==> config.mk <==
export PLATFORM = sky130hd
export DESIGN_NAME = perf_counter_bank
export DESIGN_NICKNAME = d
export VERILOG_FILES = /design/src/rtl/perf_counter_bank.sv
export SDC_FILE = /design/constraint.sdc
export NUM_CORES = 1
export LEC_CHECK = 0
export CAP_MARGIN = 0
export CORE_UTILIZATION = 60
export DETAILED_ROUTE_END_ITERATION = 6
export PLACE_DENSITY = 0.78
export RECOVER_POWER = 50
export REMOVE_ABC_BUFFERS = 1
export SKIP_CTS_REPAIR_TIMING = 1
export SLEW_MARGIN = 20
export SYNTH_ARGS = -nofsm -noshare
export SYNTH_HDL_FRONTEND = slang
export SYNTH_SLANG_ARGS = --single-unit
==> constraint.sdc <==
create_clock -name clk -period 9.1 [get_ports clk]
set_input_delay 0.91 -clock clk [delete_from_list [all_inputs] [get_ports clk]]
set_output_delay 0.91 -clock clk [all_outputs]
set_load 0.03 [all_outputs]
==> src/rtl/perf_counter_bank.sv <==
// Bank of NUM_CH event counters with wrap/saturate overflow, a frozen snapshot copy,
// and a ready/valid sequencer that streams the snapshot out one channel per beat.
module perf_counter_bank #(
    parameter int NUM_CH = 8,
    parameter int CNT_W  = 32,
    parameter int IDX_W  = (NUM_CH > 1) ? $clog2(NUM_CH) : 1
) (
    input  logic              clk,
    input  logic              rst,
    input  logic [NUM_CH-1:0] inc,
    input  logic              en,
    input  logic              sat_mode,
    input  logic              clear,
    input  logic              snap,
    input  logic              dump_start,
    input  logic              dump_ready,
    output logic              dump_valid,
    output logic [IDX_W-1:0]  dump_ch,
    output logic [CNT_W-1:0]  dump_data,
    output logic              dump_ovf,
    output logic              dump_done,
    output logic              busy,
    output logic [NUM_CH-1:0] ovf
);

    typedef enum logic {
        IDLE = 1'b0,
        DUMP = 1'b1
    } state_t;

    state_t            state, state_nxt;
    logic [IDX_W-1:0]  idx, idx_nxt;
    logic              done_p1, done_nxt;

    logic [CNT_W-1:0]  cnt      [NUM_CH];
    logic [CNT_W-1:0]  cnt_nxt  [NUM_CH];
    logic [NUM_CH-1:0] ovf_q;
    logic [CNT_W-1:0]  snap_cnt [NUM_CH];
    logic [NUM_CH-1:0] snap_ovf;

    // Increment with overflow policy: at all-ones either wrap to zero or hold.
    function automatic logic [CNT_W-1:0] next_count(input logic [CNT_W-1:0] v,
                                                     input logic             sat);
        if (&v) begin
            return sat ? v : '0;
        end
        return v + CNT_W'(1);
    endfunction

    function automatic logic at_top(input logic [CNT_W-1:0] v);
        return &v;
    endfunction

    always_comb begin
        for (int i = 0; i < NUM_CH; i++) begin
            cnt_nxt[i] = next_count(cnt[i], sat_mode);
        end
    end

    // Live counters: rst and clear share the same effect and both beat counting.
    always_ff @(posedge clk) begin
        if (rst || clear) begin
            for (int i = 0; i < NUM_CH; i++) begin
                cnt[i] <= '0;
            end
            ovf_q <= '0;
        end else if (en) begin
            for (int i = 0; i < NUM_CH; i++) begin
                if (inc[i]) begin
                    cnt[i] <= cnt_nxt[i];
                    if (at_top(cnt[i])) begin
                        ovf_q[i] <= 1'b1;
                    end
                end
            end
        end
    end

    // Snapshot samples pre-update values, so snap+clear keeps the old counts.
    always_ff @(posedge clk) begin
        if (rst) begin
            for (int i = 0; i < NUM_CH; i++) begin
                snap_cnt[i] <= '0;
            end
            snap_ovf <= '0;
        end else if (snap && state == IDLE) begin
            for (int i = 0; i < NUM_CH; i++) begin
                snap_cnt[i] <= cnt[i];
            end
            snap_ovf <= ovf_q;
        end
    end

    always_comb begin
        state_nxt = state;
        idx_nxt   = idx;
        done_nxt  = 1'b0;
        case (state)
            IDLE: begin
                if (dump_start) begin
                    state_nxt = DUMP;
                    idx_nxt   = '0;
                end
            end
            DUMP: begin
                if (dump_ready) begin
                    if (idx == IDX_W'(NUM_CH - 1)) begin
                        state_nxt = IDLE;
                        idx_nxt   = '0;
                        done_nxt  = 1'b1;
                    end else begin
                        idx_nxt = idx + IDX_W'(1);
                    end
                end
            end
            default: begin
                state_nxt = IDLE;
                idx_nxt   = '0;
            end
        endcase
    end

    always_ff @(posedge clk) begin
        if (rst) begin
            state   <= IDLE;
            idx     <= '0;
            done_p1 <= 1'b0;
        end else begin
            state   <= state_nxt;
            idx     <= idx_nxt;
            done_p1 <= done_nxt;
        end
    end

    // Outputs decode registered state only; IDLE forces the beat fields to zero.
    always_comb begin
        dump_valid = (state == DUMP);
        busy       = (state == DUMP);
        dump_ch    = '0;
        dump_data  = '0;
        dump_ovf   = 1'b0;
        if (state == DUMP) begin
            dump_ch   = idx;
            dump_data = snap_cnt[idx];
            dump_ovf  = snap_ovf[idx];
        end
    end

    assign dump_done = done_p1;
    assign ovf       = ovf_q;

endmodule

==> impl_metrics.csv, run 1 <==
group,metric,value,unit
run_status,outcome,"finished with violations",
run_status,violations,"max-capacitance violations, max-slew violations",
cells_and_area,diodes,0,
placed_design,dpl.hpwl,45.1,mm
sta,skew,21.4,ps
power,vdd_drop_max,0.000128,V
sta,slew_headroom,-1.28,
cts,cts_inserted_buffers,56,
synth,synth_edf_count,512,
worst_setup_path,cp_data_required_time,9310,ps
synth,postSynthAreaPerCell,12.4,sq um
cells_and_area,area_growth,10.6,%
synth,synth_seq_area_share,0.606,
floorplan,rows,76,
global_routing,grt_pass1_wl,101,mm
cells_and_area,fill_cells,3010,
floorplan,pin_count,63,
global_routing,grtUsageTotal,0.303,
worst_setup_path,cp_common_cell,"clkbuf_1",
synth,async_flop_share,0,
worst_setup_path,crit_arrival,5220,ps
floorplan,core_area,43100,sq um
floorplan,die_area,44400,sq um
worst_setup_path,crit_family,"buffers and inverters",
worst_setup_path,startpoint_type,"input pin",
floorplan,start_util,0.607,
cts,cts-htree-levels,2,
synth,yosys_warnings,0,
hold_path,min_path_type,"flop to flop",
global_routing,first_global_vias,16800,
cells_and_area,final_layout_size_suffix_gt1_frac,0.0827,
cts,clock_latency,620,ps
worst_setup_path,slowest_delay,1190,ps
worst_setup_path,rr_worst_depth,5,
power,p_leak,9.58,nW
route,routedWlPerCell,23.6,microns
placed_design,routabilityCongestion,0.890,
global_routing,grt_max_degree,131,
synth,ys_ff_latch,536,
hold_path,hold_path_depth,1,
cts,cts_tree,"done",
sta,hold_viol_final,0,
synth,synth_area,26200,sq um
run,maxCapViolCount,10,
worst_setup_path,crit_buf_inv,3,
route,ant_nets,0,
sta,setup_viol,0,
power,p_per_area,189,nW/um^2
sta,rsz0062_at_grt,"no",
cts,clk_pin_slew,60,ps
route,drtIter0Drc,2280,
worst_setup_path,path_depth,6,
global_routing,grt-ovfl-total,0,
worst_setup_path,criticalPathCategory,"input pin to flop",
cts,clk_path_buf_depth,3,
worst_setup_path,cp-end-kind,"flop",
floorplan,die_h,211,microns
synth,ys_types,54,
cts,clockRootBuffer,"clkbuf_16",
route,drc,0,
sta,period_share,0.551,
worst_setup_path,critical_path.cell_chain,"clkbuf_1, or2_0, nor2_1, clkbuf_1, a21oi_1, clkbuf_1",
synth,ys.flop_type,"edfxtp_1",
cells_and_area,final_nets,2180,
placed_design,port_buffers,62,
floorplan,die_w,211,microns
cts,cts_sinks,536,
sta,report.final.slew_viol_count,318,
cells_and_area,layout_commonest_cell,"edfxtp_1",
sta,fin_crit,5010,ps
sta,fmax,0.199,GHz
cells_and_area,mostFrequentLayoutCells,"edfxtp_1, nor2_1, xor2_1, and2_0, nand3_1",
route,wl,65.8,mm
worst_setup_path,crit_slowest_cell,"or2_0",
route,vias,17500,
worst_setup_path,cp_max_fo,22,
synth,synth_cells,2104,
route,via_per_inst,6.27,
sta,worst_slew_pin_slew,3430,ps
global_routing,grt_antenna_before_repair,0,
sta,hold_ws,485,ps
sta,finalSetupTns,0,ps
cells_and_area,fin_util,0.672,
route,firstDrtPassIters,5,
==> routing by layer <==
| metal | vias up | global-route usage | part of all wire | wire, microns |
|---|---|---|---|---|
| li1 | 7724 | - | - | - |
| met1 | 8641 | 0.445 | 0.41 | 27000 |
| met2 | 963 | 0.456 | 0.45 | 29900 |
| met3 | 131 | 0.0517 | 0.098 | 6460 |
| met4 | 0 | 0.114 | 0.037 | 2460 |
| met5 | - | 0 | 0 | 0 |
==> path summary, 6_finish.rpt <==
check | startpoint | end | slack, ps
max | rst | cnt[0][3]$_SDFFCE_PP0P_ | 4090
max reg2reg | cnt[1][76]$_SDFFCE_PP0P_ | cnt[1][66]$_SDFFCE_PP0P_ | 4600
min | snap_ovf[4]$_SDFFE_PP0P_ | snap_ovf[4]$_SDFFE_PP0P_ | 490
min reg2reg | snap_ovf[4]$_SDFFE_PP0P_ | snap_ovf[4]$_SDFFE_PP0P_ | 490
==> power by group <==
| group | total [W] | switching [W] | internal (W) | leakage [nW] |
|---|---|---|---|---|
| Sequential | 0.00300 | 0.000139 | 0.00286 | 5.88 |
| Combinational | 0.000301 | 0.000183 | 0.000118 | 2.85 |
| Clock | 0.00218 | 0.000960 | 0.00122 | 0.850 |
==> worst reg2reg max path, cell delays in order, from the launching register on <==
cell      delay (ps)
edfxtp_1         470
nand4_1          220
or3_1            610
or3_1            500
o21ai_0         2170
nor2_1           170
==> metrics by stage <==
stage / setup slack, ps / instance area, sq um / total power (W) / instances
floorplan: 693 / 25800 / 0.00319 / 2010
global placement: 5120 / 27300 / 0.00333 / 2680
detailed placement: 4900 / 27300 / 0.00334 / 2680
CTS: 4490 / 29100 / 0.00550 / 2784
global route: 3940 / 28900 / 0.00562 / 2785
finish: 4090 / 28900 / 0.00548 / 2785
==> synthesized netlist by cell type (3+ instances only) <==
cell      instances  area (sq um)
xnor2_1         101           885
a22o_1           11          96.3
nor3_1           32           160
buf_4             7          52.6
nand4_1          78           488
mux4_2           66          1490
nor2_1          338          1270
nor3b_1           3          22.5
o21ai_0          13          65.1
a21oi_1          20           100
mux2i_1          33           330
inv_1            29           109
nand3_1         103           515
nor4_2            4          50.1
and3_1           23           144
or4_1             3          22.5
or2_2             8          50.1
buf_2            20           100
edfxtp_1        512         15400
or3_1            17           106
and4_1           29           254
ha_1             10           125
a32oi_1           3          26.3
nand2_1         100           375
buf_1             3          11.3
nor4_1           26           163
a31oi_1           4          25.0
xor2_1          124          1090
dfxtp_1          24           480
clkbuf_1         64           240
and2_1          206          1290
nor2b_1          60           375
==> cell families (layout without fill, tap and decap cells) <==
family | Yosys count | count (layout) | share of synthesized area
compound gates | 65 | 65 | 0.0162
flops | 536 | 536 | 0.606
simple gates | 1045 | 1045 | 0.209
xor+xnor | 225 | 225 | 0.0753
buf+inv | 124 | 220 | 0.0197
mux | 99 | 99 | 0.0694
fa+ha+maj | 10 | 10 | 0.00478
==> sequential cells by signal, summed over array words and instances, names as in the netlist, named ones only <==
signal and cells:
cnt 256, snap_cnt 256, idx 3, busy 1, snap_ovf 8, dump_done 1, ovf 8
==> layout make-up <==
cell class                      count  area [sq um]  share of cell area
Clock buffer                       71          1510              0.0522
Inverter                           30           120             0.00415
Timing Repair Buffer               86           764              0.0264
Clock inverter                     33           213             0.00735
Sequential cell                   536         15900               0.548
Multi-Input combinational cell   1444          9730               0.336
Tap cell                          585           732              0.0253
Note: power is estimated with default switching activity, not from simulation.
==> run 2: changes to the inputs <==
--- a/config.mk
+++ b/config.mk
@@ -6,9 +6,9 @@
 export NUM_CORES = 1
 export LEC_CHECK = 0
 export CAP_MARGIN = 0
-export CORE_UTILIZATION = 60
+export CORE_UTILIZATION = 56
 export DETAILED_ROUTE_END_ITERATION = 6
-export PLACE_DENSITY = 0.78
+export PLACE_DENSITY = 0.76
 export RECOVER_POWER = 50
 export REMOVE_ABC_BUFFERS = 1
 export SKIP_CTS_REPAIR_TIMING = 1
==> constraint.sdc (replaced) <==
create_clock -name clk -period 4.32 [get_ports clk]
set_input_delay 0.432 -clock clk [delete_from_list [all_inputs] [get_ports clk]]
set_output_delay 0.432 -clock clk [all_outputs]
set_load 0.03 [all_outputs]
==> run 2 against run 1 <==
Effect of this change:
- critical path type is now flop to flop
- via count is 1.4% lower
- the run still ends with max-capacitance violations, max-slew violations left
- sequential power increased by 110%
- routed wire length decreased by 1.5%
- total power increased by 110%
- cell area grew 0.78%
- combinational power up 120%
- count of clock-buffer cells in the layout grew 2
- critical path depth is 1 higher
- die area rose by 7.1%
- sequential share of layout area decreased by 0.43 points
- cell count rose by 0.97%
- worst hold slack got worse by 26 ps
==> impl_metrics.csv, run 2 (synthesized netlist as in run 1, its figures left out) <==
group,metric,value,unit
run_status,outcome,"finished with violations",
run_status,violations,"max-capacitance violations, max-slew violations",
cts,cts_tree,"done",
hold_path,min_path_type,"input pin to flop",
sta,worst_slew_pin_slew,3130,ps
sta,setup_viol,0,
worst_setup_path,crit_arrival,4030,ps
route,routedWlPerCell,23.0,microns
sta,hold_ws,460,ps
worst_setup_path,crit_slowest_cell,"nor4_1",
route,vias,17200,
worst_setup_path,r2r_setup_slack,630,ps
floorplan,core_area,45800,sq um
cells_and_area,fin_util,0.637,
power,internal_power,0.00903,W
cts,cts_sinks,536,
cells_and_area,layout_commonest_cell,"edfxtp_1",
power,design_power_total,0.0117,W
sta,skew,12.5,ps
run,maxCapViolCount,6,
route,drc,0,
sta,worst_slack,632,ps
floorplan,die_area,47600,sq um
cells_and_area,mostFrequentLayoutCells,"edfxtp_1, nor2_1, xor2_1, and2_0, nand3_1",
power,p_per_area,401,nW/um^2
sta,slew_headroom,-1.08,
placed_design,routabilityCongestion,0.890,
power,netSwitchingFraction,0.228,
floorplan,die_h,218,microns
worst_setup_path,criticalPathCategory,"flop to flop",
power,vdd_drop_max,0.000355,V
placed_design,port_buffers,62,
cells_and_area,area_growth,11.4,%
floorplan,start_util,0.572,
cts,cts-htree-levels,2,
cells_and_area,final_nets,2191,
cells_and_area,fill_cells,3376,
floorplan,pin_count,63,
global_routing,first_global_vias,16300,
global_routing,grt_antenna_before_repair,1,
worst_setup_path,reg2reg_from,"cnt[1][32]$_SDFFCE_PP0P_",
global_routing,grtUsageTotal,0.279,
sta,hold_viol_final,0,
worst_setup_path,slowest_delay,1510,ps
floorplan,die_w,218,microns
route,via_per_inst,6.12,
power,power_frac_seq,0.539,
placed_design,dpl.hpwl,45.4,mm
worst_setup_path,cp_max_fo,30,
cts,clock_latency,610,ps
floorplan,rows,78,
hold_path,hold_end,"busy$_SDFF_PP0_",
power,p_comb_frac,0.056,
cells_and_area,multi_input_area,9760,sq um
route,drtIter0Drc,1916,
global_routing,grt_pass1_wl,99.4,mm
cells_and_area,biggestRegsByFlops,"cnt (256), snap_cnt (256)",
route,wl,64.8,mm
placed_design,post-place-ws,1310,ps
route,ant_nets,0,
cts,clk_path_buf_depth,3,
cts,clk_pin_slew,60,ps
worst_setup_path,crit_buf_inv,1,
worst_setup_path,cp-end-kind,"flop",
sta,period_share,0.854,
power,power.switching,0.00266,W
cells_and_area,final_layout_size_suffix_gt1_frac,0.0900,
cts,clockRootBuffer,"clkbuf_16",
worst_setup_path,cp_data_required_time,4660,ps
cells_and_area,diodes,0,
cells_and_area,seqCellArea,15900,sq um
global_routing,grt-ovfl-total,0,
global_routing,grt_max_degree,113,
power,clkPwrFrac,0.405,
worst_setup_path,crit_family,"simple AND/OR/NAND/NOR gates",
worst_setup_path,r2r_end,"cnt[1][42]$_SDFFCE_PP0P_",
sta,report.final.slew_viol_count,270,
worst_setup_path,rr_worst_depth,7,
hold_path,hold_path_depth,3,
route,firstDrtPassIters,5,
hold_path,worstHoldStart,"dump_start",
power,p_leak,9.70,nW
worst_setup_path,startpoint_type,"flop",
worst_setup_path,critical_path.cell_chain,"ha_1, nand4_1, nor4_1, nand2_1, o21ai_2, buf_4, nor2_1",
cts,cts_inserted_buffers,55,
sta,rsz0062_at_grt,"no",
sta,fmax,0.271,GHz
sta,fin_crit,3690,ps
==> run 2: final cells by class <==
type                       instances  share of cell area
sequential                       536               0.544
multi-input combinational       1444               0.335
tap                              600              0.0257
clock buffer                      73              0.0505
timing repair buffer              98              0.0305
clock inverter                    31              0.0105
inverter                          30             0.00412
==> run 2: per-stage QoR <==
| step | area [sq um] | setup TNS (ps) | std cells |
|---|---|---|---|
| 2_1_floorplan | 25800 | -1448080 | 2010 |
| 3_3_place_gp | 27500 | 0 | 2708 |
| 3_5_place_dp | 27500 | 0 | 2708 |
| 4_1_cts | 29300 | 0 | 2812 |
| 5_1_grt | 29200 | 0 | 2812 |
| 6_report | 29200 | 0 | 2812 |
==> run 2: routing by layer <==
layer / global-route usage / up-vias / share of wire
li1: - / 7749 / -
met5: 0 / - / 0
met1: 0.415 / 8489 / 0.42
met3: 0.0522 / 124 / 0.097
met2: 0.407 / 844 / 0.44
met4: 0.103 / 0 / 0.035
==> run 2: worst max-delay path by stage <==
stage	slack, ps	cells after the start	startpoint	endpoint
after floorplan	-3880	2	busy$_SDFF_PP0_	snap_cnt[0][0]$_SDFFCE_PN0P_
after global placement	1360	5	flop	dump_data[15]
after detailed placement	1310	5	flop	dump_data[13]
after CTS	650	5	flop	dump_data[13]
after global routing	430	3	rst	snap_cnt[7][1]$_SDFFCE_PP0P_
final	630	7	cnt[1][32]$_SDFFCE_PP0P_	cnt[1][42]$_SDFFCE_PP0P_
==> run 2: power by group through the flow <==
stage | Combinational [W] | Clock [W] | Sequential [W]
final | 0.000654 | 0.00474 | 0.00630
after global routing | 0.000704 | 0.00498 | 0.00633
after CTS | 0.000658 | 0.00480 | 0.00629
after detailed placement | 0.000653 | 0 | 0.00640
after global placement | 0.000641 | 0 | 0.00638
after floorplan | 0.000417 | 0 | 0.00631
==> run 2: worst register-to-register path: stages, from the launching register on <==
cell and delay [ps]:
edfxtp_1 450, ha_1 240, nand4_1 110, nor4_1 1510, nand2_1 410, o21ai_2 260
buf_4 340, nor2_1 110
==> run 3: changes to the inputs <==
--- a/config.mk
+++ b/config.mk
@@ -5,12 +5,12 @@
 export SDC_FILE = /design/constraint.sdc
 export NUM_CORES = 1
 export LEC_CHECK = 0
+export ABC_CLOCK_PERIOD_IN_PS = 4320
 export CAP_MARGIN = 0
 export CORE_UTILIZATION = 56
 export DETAILED_ROUTE_END_ITERATION = 6
 export PLACE_DENSITY = 0.76
 export RECOVER_POWER = 50
-export REMOVE_ABC_BUFFERS = 1
 export SKIP_CTS_REPAIR_TIMING = 1
 export SLEW_MARGIN = 20
 export SYNTH_ARGS = -nofsm -noshare
==> run 3 against run 2 <==
Effect of this change:
- the run still ends with max-capacitance violations, max-slew violations left
- sequential cell count is the same
- first-iteration DRC count grew 23%
- worst hold slack gained 8.5 ps
- die area is the same
- critical path depth shrank 2
- via count grew 1.4%
- routed wire length grew 1.9%
- sequential share of layout area is essentially flat
- total power shrank 0.34%
- non-clock buffer count shrank 6
- sequential power is essentially flat
- highest routed layer unchanged
==> impl_metrics.csv, run 3 (synthesized netlist as in run 1, its figures left out) <==
group,metric,value,unit
synth,synth_nets,2130,
global_routing,grt_pass1_wl,99.8,mm
global_routing,grt_max_degree,201,
sta,fin_crit,3930,ps
sta,skew,28.5,ps
run_status,violations,"max-capacitance violations, max-slew violations",
hold_path,hold_path_depth,3,
floorplan,start_util,0.572,
cts,clk_path_buf_depth,3,
placed_design,port_buffers,62,
global_routing,grt-ovfl-total,0,
route,firstDrtPassIters,5,
floorplan,core_area,45800,sq um
route,drc,0,
sta,report.final.slew_viol_count,304,
sta,rsz0062_at_grt,"no",
worst_setup_path,startpoint_type,"flop",
cells_and_area,mostFrequentLayoutCells,"edfxtp_1, nor2_1, and2_1, xor2_1, nand3_1",
sta,setup_viol,0,
cts,cts-htree-levels,2,
sta,period_share,0.910,
cells_and_area,seqCellArea,15900,sq um
cells_and_area,area_growth,11.4,%
cells_and_area,instances_no_fill,2809,
power,p_per_area,400,nW/um^2
worst_setup_path,crit_path_end,"dump_data[17]",
placed_design,dp_cells,2702,
global_routing,first_global_vias,16400,
worst_setup_path,rr_worst_depth,3,
route,drtIter0Drc,2359,
global_routing,grt_antenna_before_repair,2,
floorplan,rows,78,
worst_setup_path,reg2reg_from,"busy$_SDFF_PP0_",
power,p_leak,9.78,nW
hold_path,min_path_type,"input pin to flop",
route,via_per_inst,6.21,
placed_design,post-place-ws,1090,ps
sta,worst_slew_pin_slew,3320,ps
route,wl,66.0,mm
cells_and_area,final_nets,2186,
cells_and_area,final_layout_size_suffix_gt1_frac,0.0906,
sta,fmax,0.254,GHz
floorplan,die_w,218,microns
route,routedWlPerCell,23.5,microns
worst_setup_path,crit_family,"flip-flops",
cts,cts_inserted_buffers,56,
cts,cts_sinks,536,
worst_setup_path,r2r_end,"snap_cnt[0][19]$_SDFFCE_PN0P_",
sta,finalSetupTns,0,ps
floorplan,die_area,47600,sq um
cells_and_area,multi_input_area,9760,sq um
global_routing,grtUsageTotal,0.281,
cts,clockRootBuffer,"clkbuf_16",
power,design_power_total,0.0117,W
worst_setup_path,path_depth,5,
cells_and_area,fin_util,0.637,
route,ant_nets,0,
power,vdd_drop_max,0.000344,V
worst_setup_path,critical_path.cell_chain,"buf_12, mux4_2, mux2i_1, nor2_1, clkdlybuf4s50_1",
cells_and_area,fill_cells,3361,
run_status,outcome,"finished with violations",
worst_setup_path,slowest_delay,990,ps
cells_and_area,biggestRegsByFlops,"cnt (256), snap_cnt (256)",
placed_design,dpl.hpwl,45.9,mm
worst_setup_path,crit_arrival,3500,ps
worst_setup_path,cp_max_fo,33,
floorplan,die_h,218,microns
worst_setup_path,crit_buf_inv,2,
cts,cts_tree,"done",
placed_design,routabilityCongestion,0.914,
route,vias,17400,
cts,clock_latency,630,ps
worst_setup_path,r2r_setup_slack,400,ps
cts,clk_pin_slew,60,ps
cells_and_area,layout_commonest_cell,"edfxtp_1",
sta,hold_viol_final,0,
worst_setup_path,criticalPathCategory,"flop to output pin",
sta,worst_slack,389,ps
worst_setup_path,cp_data_required_time,3890,ps
worst_setup_path,cp-end-kind,"output pin",
floorplan,pin_count,63,
sta,slew_headroom,-1.21,
run,maxCapViolCount,6,
worst_setup_path,crit_slowest_cell,"dfxtp_2",
## run 3: cell types whose count changed in the layout (fill, tap and decap cells not counted), moves of 3 or more
cell	delta
and2_0	-97
and2_1	+97
bufinv_16	-5
clkbuf_1	-5
clkbuf_16	+5
clkbuf_2	-3
clkinv_4	+3
inv_4	+3
## run 3: power by group
part / internal, W / switching (W) / total, W
Combinational: 0.000261 / 0.000408 / 0.000669
Sequential: 0.00602 / 0.000287 / 0.00630
Clock: 0.00263 / 0.00205 / 0.00468
Total: 0.00891 / 0.00274 / 0.0117
## run 3: area by class of cell
cell class	count	share of cell area
antenna	1	0.0000859
sequential	536	0.544
clock inverter	30	0.00657
inverter	30	0.00442
multi-input combinational	1444	0.335
clock buffer	76	0.0543
tap	600	0.0258
timing repair buffer	92	0.0296
## run 3: worst min path at each step
stage / to / start
after floorplan: snap_ovf[4]$_SDFFE_PP0P_ / snap_ovf[4]$_SDFFE_PP0P_
after CTS: snap_ovf[2]$_SDFFE_PP0P_ / rst
after detailed placement: snap_ovf[2]$_SDFFE_PP0P_ / snap_ovf[2]$_SDFFE_PP0P_
after global placement: snap_ovf[2]$_SDFFE_PP0P_ / snap_ovf[2]$_SDFFE_PP0P_
final: busy$_SDFF_PP0_ / dump_start
after global routing: busy$_SDFF_PP0_ / dump_start
## run 3: metal layers
layer,track usage,part of all wire,up-vias
met5,0,0,-
met4,0.0667,0.021,0
met3,0.0554,0.11,89
met2,0.405,0.44,947
met1,0.437,0.43,8662
li1,-,-,7747
## run 3: through the flow
stage / instance area [sq um] / hold WS (ps)
5_1_grt: 29100 / 464
4_1_cts: 29300 / 290
3_5_place_dp: 27500 / 464
6_report: 29100 / 468
3_3_place_gp: 27500 / 465
2_1_floorplan: 26200 / 444
## run 3: worst reg2reg max path, cell delays in order (launching register included)
cell and delay [ps]:
dfxtp_1 480, nor3b_1 270, clkbuf_2 2270, and2_1 710
